`config.mk`:
```
export PLATFORM = sky130hd
export DESIGN_NAME = multi_consumer_fsm
export DESIGN_NICKNAME = d
export VERILOG_FILES = /design/src/rtl/multi_consumer_fsm.sv
export SDC_FILE = /design/constraint.sdc
export NUM_CORES = 1
export LEC_CHECK = 0
export CORE_AREA = 5 5 103 105
export CTS_CLUSTER_SIZE = 16
export DETAILED_ROUTE_END_ITERATION = 12
export DIE_AREA = 0 0 108 110
export PLACE_DENSITY = 0.84
export SYNTH_ARGS = -nofsm -noshare
export SYNTH_HDL_FRONTEND = slang
export SYNTH_SLANG_ARGS = --single-unit
```
`constraint.sdc`:
```
create_clock -name clk -period 3.55 [get_ports clk]
set_input_delay 0.355 -clock clk [delete_from_list [all_inputs] [get_ports clk]]
set_output_delay 0.355 -clock clk [all_outputs]
set_load 0.05 [all_outputs]
```
`src/rtl/multi_consumer_fsm.sv`:
```
// N-channel round collector: captures one data beat per channel, drops idle-tagged
// beats, and emits a full round or, after TIMEOUT collect cycles, a partial one.
module multi_consumer_fsm #(
  parameter int NUM_CH  = 2,
  parameter int DATA_W  = 32,
  parameter int TAG_W   = 5,
  parameter int TIMEOUT = 16,
  parameter int CNT_W   = 16
) (
  input  logic                     clk,
  input  logic                     reset_n,
  input  logic [NUM_CH*DATA_W-1:0] in_data,
  input  logic [NUM_CH-1:0]        in_valid,
  output logic [NUM_CH-1:0]        in_ready,
  output logic [NUM_CH*DATA_W-1:0] out_data,
  output logic [NUM_CH-1:0]        out_mask,
  output logic                     out_partial,
  output logic                     out_valid,
  input  logic                     out_ready,
  output logic [1:0]               state_o,
  output logic [CNT_W-1:0]         round_cnt,
  output logic [CNT_W-1:0]         timeout_cnt
);

  // Handshakes: a beat transfers on an edge where valid && ready are both high;
  // ready never depends on valid, and the output round is held until accepted.

  typedef enum logic [1:0] {
    ST_IDLE    = 2'd0,
    ST_COLLECT = 2'd1,
    ST_EMIT    = 2'd2
  } state_e;

  localparam int TMR_W = $clog2(TIMEOUT + 1);
  localparam logic [TMR_W-1:0] TMR_LAST = TMR_W'(TIMEOUT - 1);

  state_e                     state_q, state_d;
  logic [NUM_CH-1:0]          full_q, full_d;
  logic [NUM_CH*DATA_W-1:0]   data_q, data_d;
  logic [TMR_W-1:0]           timer_q, timer_d;
  logic                       partial_q, partial_d;
  logic                       live_q;
  logic [CNT_W-1:0]           round_cnt_q, round_cnt_d;
  logic [CNT_W-1:0]           timeout_cnt_q, timeout_cnt_d;
  logic [NUM_CH-1:0]          cap;

  // live_q keeps ready low while reset is held, without a combinational reset path.
  always_comb begin
    in_ready = '0;
    if (live_q && state_q != ST_EMIT) in_ready = ~full_q;
  end

  always_comb begin
    cap = '0;
    for (int i = 0; i < NUM_CH; i++)
      cap[i] = in_valid[i] && in_ready[i] && !(&in_data[i*DATA_W +: TAG_W]);
  end

  always_comb begin
    state_d       = state_q;
    full_d        = full_q | cap;
    data_d        = data_q;
    timer_d       = timer_q;
    partial_d     = partial_q;
    round_cnt_d   = round_cnt_q;
    timeout_cnt_d = timeout_cnt_q;
    for (int i = 0; i < NUM_CH; i++)
      if (cap[i]) data_d[i*DATA_W +: DATA_W] = in_data[i*DATA_W +: DATA_W];

    case (state_q)
      ST_IDLE: begin
        timer_d = '0;
        if (&full_d) begin
          state_d   = ST_EMIT;
          partial_d = 1'b0;
        end else if (|cap) begin
          state_d = ST_COLLECT;
        end
      end
      ST_COLLECT: begin
        timer_d = timer_q + 1'b1;
        // A capture completing the round in the expiry cycle takes priority.
        if (&full_d) begin
          state_d   = ST_EMIT;
          partial_d = 1'b0;
        end else if (timer_q == TMR_LAST) begin
          state_d   = ST_EMIT;
          partial_d = 1'b1;
        end
      end
      ST_EMIT: begin
        if (out_ready) begin
          state_d   = ST_IDLE;
          full_d    = '0;
          data_d    = '0;
          partial_d = 1'b0;
          timer_d   = '0;
          if (partial_q) begin
            if (timeout_cnt_q != '1) timeout_cnt_d = timeout_cnt_q + 1'b1;
          end else begin
            if (round_cnt_q != '1) round_cnt_d = round_cnt_q + 1'b1;
          end
        end
      end
      default: begin
        state_d   = ST_IDLE;
        full_d    = '0;
        data_d    = '0;
        partial_d = 1'b0;
        timer_d   = '0;
      end
    endcase
  end

  always_ff @(posedge clk) begin
    if (!reset_n) begin
      state_q       <= ST_IDLE;
      full_q        <= '0;
      data_q        <= '0;
      timer_q       <= '0;
      partial_q     <= 1'b0;
      live_q        <= 1'b0;
      round_cnt_q   <= '0;
      timeout_cnt_q <= '0;
    end else begin
      state_q       <= state_d;
      full_q        <= full_d;
      data_q        <= data_d;
      timer_q       <= timer_d;
      partial_q     <= partial_d;
      live_q        <= 1'b1;
      round_cnt_q   <= round_cnt_d;
      timeout_cnt_q <= timeout_cnt_d;
    end
  end

  assign out_valid   = (state_q == ST_EMIT);
  assign out_data    = data_q;
  assign out_mask    = full_q;
  assign out_partial = partial_q;
  assign state_o     = state_q;
  assign round_cnt   = round_cnt_q;
  assign timeout_cnt = timeout_cnt_q;

endmodule
```
# Word level (Yosys, flattened, before mapping)
# Cells that the tools add are included.
# word_totals
regBits	107
in_bits	69
out_inout_bits	104
wordCells	62
# op_classes
n_addsub	3
n_eq_ne	10
muxes	21
bitwise_logic	3
reduce_logical	17
# ops
operator	n
64-bit one-hot mux with 2 select lines	1
32-bit two-way mux	2
64-bit two-way mux	1
16-bit by 1-bit adder with 16-bit output, second input constant	2
16-bit inequality test, second input constant	2
2-bit two-way mux	7
5-bit one-hot mux with 2 select lines	1
5-bit AND reduction	2
4-bit AND reduction	2
3-bit inequality test, second input constant	2
2-bit one-hot mux with 3 select lines	1
3-bit AND reduction	2
5-bit by 1-bit adder with 5-bit output, second input constant	1
5-bit by 4-bit == test with 1-bit output, second input constant	1
1-bit logical AND	5
1-bit two-way mux	5
5-bit two-way mux	1
2-bit inequality test, second input constant	2
2-bit one-hot mux with 2 select lines	1
2-bit OR reduction	2
1-bit one-hot mux with 3 select lines	1
2-bit by 1-bit == test with 1-bit output, second input constant	1
2-bit == test, second input constant	1
1-bit logical NOT	2
6 further kinds	6

# Depth between registers and ports, before layout
# logic_depth
depth_word	9
depth_mapped	8
mapped_depth_nobuf	6

# Least setup slack after synthesis
# No wires, ideal clock.
# synth_path
kind	reg-to-reg
from	reg timeout_cnt_q[0], in the netlist timeout_cnt[0]
to	reg timeout_cnt_q[3], in the netlist timeout_cnt[3]
setup_ns	0.115
arrival_time_ns	2.183
t_required_ns	3.435
path_slack_ns	1.252
path_stages_with_launch	9
n_path_buf	2
period_less_slack_ns	2.298
cell_sequence	dfxtp_1 > ha_1 > inv_1 > or4_1 > buf_2 > o21ai_4 > buf_6 > nor3_1 > o21a_1
# synth_between
elab_chain_cells	2
word_cells_on_any_way	3
cone_classes	add/sub (1); eq/ne (1); reduce/logical (1)
# synth_lines
item	line	rtl
from (decl)	44	logic [CNT_W-1:0] timeout_cnt_q, timeout_cnt_d;
from (signal assigned)	133	timeout_cnt_q <= timeout_cnt_d;
branches (longest 2 deep; another with 16-bit by 1-bit adder with 16-bit output)	n/a	
# Parallel ways; which one is timed is not known.
# A chain may end at the register's enable or synchronous reset.

# Worst setup path in the final report
# layout_path
from	reg state_q[0], in the netlist state_o[0]
to	out in_ready[1]
# layout_between
elab_chain_cells	3
# layout_lines
item	line	rtl
from (decl)	37	state_e state_q, state_d;
from (signal assigned)	126	state_q <= state_d;
2-bit inequality test	50	if (live_q && state_q != ST_EMIT) in_ready = ~full_q;
1-bit logical AND	50	
2-bit two-way mux	50	
to (decl)	14	output logic [NUM_CH-1:0] in_ready,
# Every way passes these cells.

==> run summary <==
========================================================================================
Hold Worst Slack                                                                0.457 ns
Most common cell in the netlist                                                  dfxtp_1
Final clock skew                                                              0.00796 ns
Number of buffers inserted for hold repair after clock tree synthesis                  0
Crit-path max cell delay                                                         0.86 ns
Post-Synth XOR/XNOR Area                                                           4.43%
Register area share after synthesis                                                49.3%
Antenna violations before repair                                                       0
Post_cts resized                                                                       0
Final Critical Period                                                            2.86 ns
Library cells used by synthesis                                                       50
CTS max path bufs                                                                      2
Total vias in the final route                                                       4036
Total of flip-flops plus latches after synthesis                                     107
Largest delay share family, worst path                                      buffers and inverters
Startpoint-to-endpoint class of the critical path                           register to output port
Total half-perimeter wirelength after legalization and detailed placement        8950 um
Number of enable-type register cells in the synthesized netlist                        0
Number of buffers added for setup after CTS                                            0
Grt peak-use layer                                                                  met2
TritonCTS clock tree                                                                done
Die extent in x                                                                   108 um
Starting DRC count in detailed routing                                               175
Mapped Cells                                                                         492
Share of cell area taken by muxes after synthesis                                  7.60%
Accumulated negative setup slack                                                    0 ns
Root Driver                                                                     clkbuf_8
Top cells by instance count after synthesis                                 dfxtp_1, nand2_1, nor2_1, a21oi_1, mux2i_1
Gpl congestion                                                                     0.845
Worst min path class                                                        register to register
Synth-to-Final Area Change                                                         44.9%
Relative max-transition margin                                                     36.7%
Cell Area, Synth                                                              4350 sq um
Most used DFF post-synth                                                         dfxtp_1
Fraction of synthesis flops using an asynchronous set or reset pin                    0%
Routing usage on met2                                                              32.2%
Area share of fa/ha/maj cells after synthesis                                      1.15%
Number of global-route vias before repair                                           3835
Routed wire length per instance                                                  14.8 um
Cell with the biggest individual delay on the critical path                 clkdlybuf4s50_1
Synth area leader                                                                dfxtp_1
Port Buffer Count                                                                    172
Wire length of the first global-routing pass                                    18000 um
Post-synthesis average cell area                                              8.84 sq um
Initial Utilization                                                                45.5%
Net count after synthesis                                                            565
Die Height                                                                        110 um
Run status                                                                  complete, no violations
Detailed-route DRC error count                                                         0
Worst path buffer plus inverter count                                                  1
H-tree level count                                                                     3
Hold Violations, Final                                                                 0
Crit path launch                                                            state_o[0]$_SDFFE_PN0P_
Post-Route Utilization                                                             66.0%
Total of fill cells in the finished design                                           817
Storage cell area                                                             2140 sq um
Share of the synthesized area in compound gates (AO/OA/AOI/OAI)                    10.4%
Die ar.                                                                      11900 sq um
Req. time, crit path                                                             3.19 ns
Global routing usage on met3                                                       5.65%
Routed WL                                                                       11700 um
CP arrival                                                                       2.50 ns
Met1 Resource Use GR                                                               22.3%
CTS sink count                                                                       107
Number of placed instances, taps included                                            773
Final-stage net count                                                                724
Cell breakdown of the critical path                                         nand2b_1 -> nand2_1 -> nor2_1 -> clkdlybuf4s50_1
Clock latency reported for the late side of the worst-skew pair                  0.37 ns
Total routing resource utilization after global routing                            19.1%
HP Start                                                                    out_data[62]$_SDFF_PN0_
Mean number of vias per cell                                                        5.12
Router iterations before antenna repair                                                4
Slew at the pin closest to its max-slew limit                                   0.949 ns
Simple-gate portion of the synthesized area                                        23.4%
Top cells by area, synth                                                    dfxtp_1, mux2i_1, nand2_1
Max-slew violation count                                                               0
Fraction of post-synthesis cell area in the top cell type by area                  49.3%
Startpoint type of the worst setup path                                         register
Number of diodes                                                                       0
Area of combinational cells with multiple inputs                              2050 sq um
Setup violations, final                                                                0
Main combinational cell family by area after synthesis                      simple AND/OR/NAND/NOR gates
CTS clk-pin slew, worst paths                                                    0.09 ns
Critical path fanouts, max                                                            12
Worst vdd ir                                                                    0.220 mV
Final antenna-violating net count                                                      0
FMAX                                                                           0.350 GHz
Post-Layout Cell Count                                                               788
Remaining Overflow, GRT                                                                0
Worst reg2reg startpoint                                                    state_o[0]$_SDFFE_PN0P_
Critical Path End Type                                                       output port
Max-cap violations                                                                     0
I/O pin count                                                                        173
Yosys Warn Count                                                                       0
Final worst-path cycle share                                                       80.6%
Leakage                                                                          2.18 nW
P per Cell Area                                                              381 nW/um^2
Placeable Area                                                                9550 sq um
Layout cell share with drive strength beyond 1                                     3.82%
Number of placement rows                                                              36
Number of clock buffers inserted by TritonCTS                                          9
Unrepaired setup endpoints after global routing                                       no
Largest net degree at the start of global routing                                     34
========================================================================================
[path summary, 6_finish.rpt]
| kind | endpoint | slack, ns | cells past startpoint |
|---|---|---|---|
| setup / recovery | in_ready[1] | 0.69 | 4 |
| hold / removal | out_data[62]$_SDFF_PN0_ | 0.46 | 2 |
| setup reg to reg | out_data[48]$_SDFF_PN0_ | 1.21 | 6 |
| hold reg to reg | out_data[62]$_SDFF_PN0_ | 0.46 | 2 |
[layer usage]
layer	up-vias	share of wire, %
met5	-	0
met4	0	3.2
met3	25	7.2
met2	131	48
met1	1874	42
li1	2006	-
[per-stage QoR]
stage / setup WS [ns] / area, sq um / power, W
final: 0.690 / 6300 / 0.00240
after global routing: 0.543 / 6300 / 0.00251
after CTS: 0.673 / 6300 / 0.00242
after detailed placement: 0.990 / 6140 / 0.00177
after global placement: 1.10 / 6140 / 0.00177
after floorplan: 1.25 / 4350 / 0.00158
[report_power, final]
part           internal, W  switching [W]
Combinational     0.000189       0.000282
Sequential         0.00124      0.0000302
Clock             0.000268       0.000389
[cells by family after synthesis]
family / count (synthesis)
AOI/OAI and AO/OA: 76
xor gates and xnor gates: 22
adders and majority gates: 4
buffers and inverters: 35
DFF: 107
muxes: 33
and+or+nand+nor: 215
[worst register-to-register path, stage by stage (launching register included)]
cell	delay (ns)
dfxtp_1	0.54
nand2b_1	0.29
nand2_1	0.28
nor3_4	0.60
buf_4	0.34
nand2_1	0.09
a21oi_1	0.14
[flip-flops by register name, indices dropped and copies added, names as in the netlist]
register     cells
live_q           1
out_data        64
round_cnt       16
timeout_cnt     16
out_partial      1
timer_q          5
out_mask         2
state_o          2
[placed cells by master (no fill, tap or decap), drive strengths merged, types with 10 or more instances in the layout]
cell	instances
clkdlybuf4s50	172
dfxtp	107
nand2	77
nor2	68
a21oi	42
mux2i	33
nand3	17
xnor2	17
o21ai	13
clkbuf	12
nor3	10
[layout make-up]
| cell class | instances | area share (%) |
|---|---|---|
| multi-input combinational | 350 | 32.6 |
| clock inverter | 3 | 0.238 |
| timing repair buffer | 177 | 27.9 |
| tap | 133 | 2.64 |
| sequential | 107 | 34.0 |
| inverter | 6 | 0.357 |
| clock buffer | 12 | 2.30 |
No activity file was read; power rests on OpenSTA's default activity.
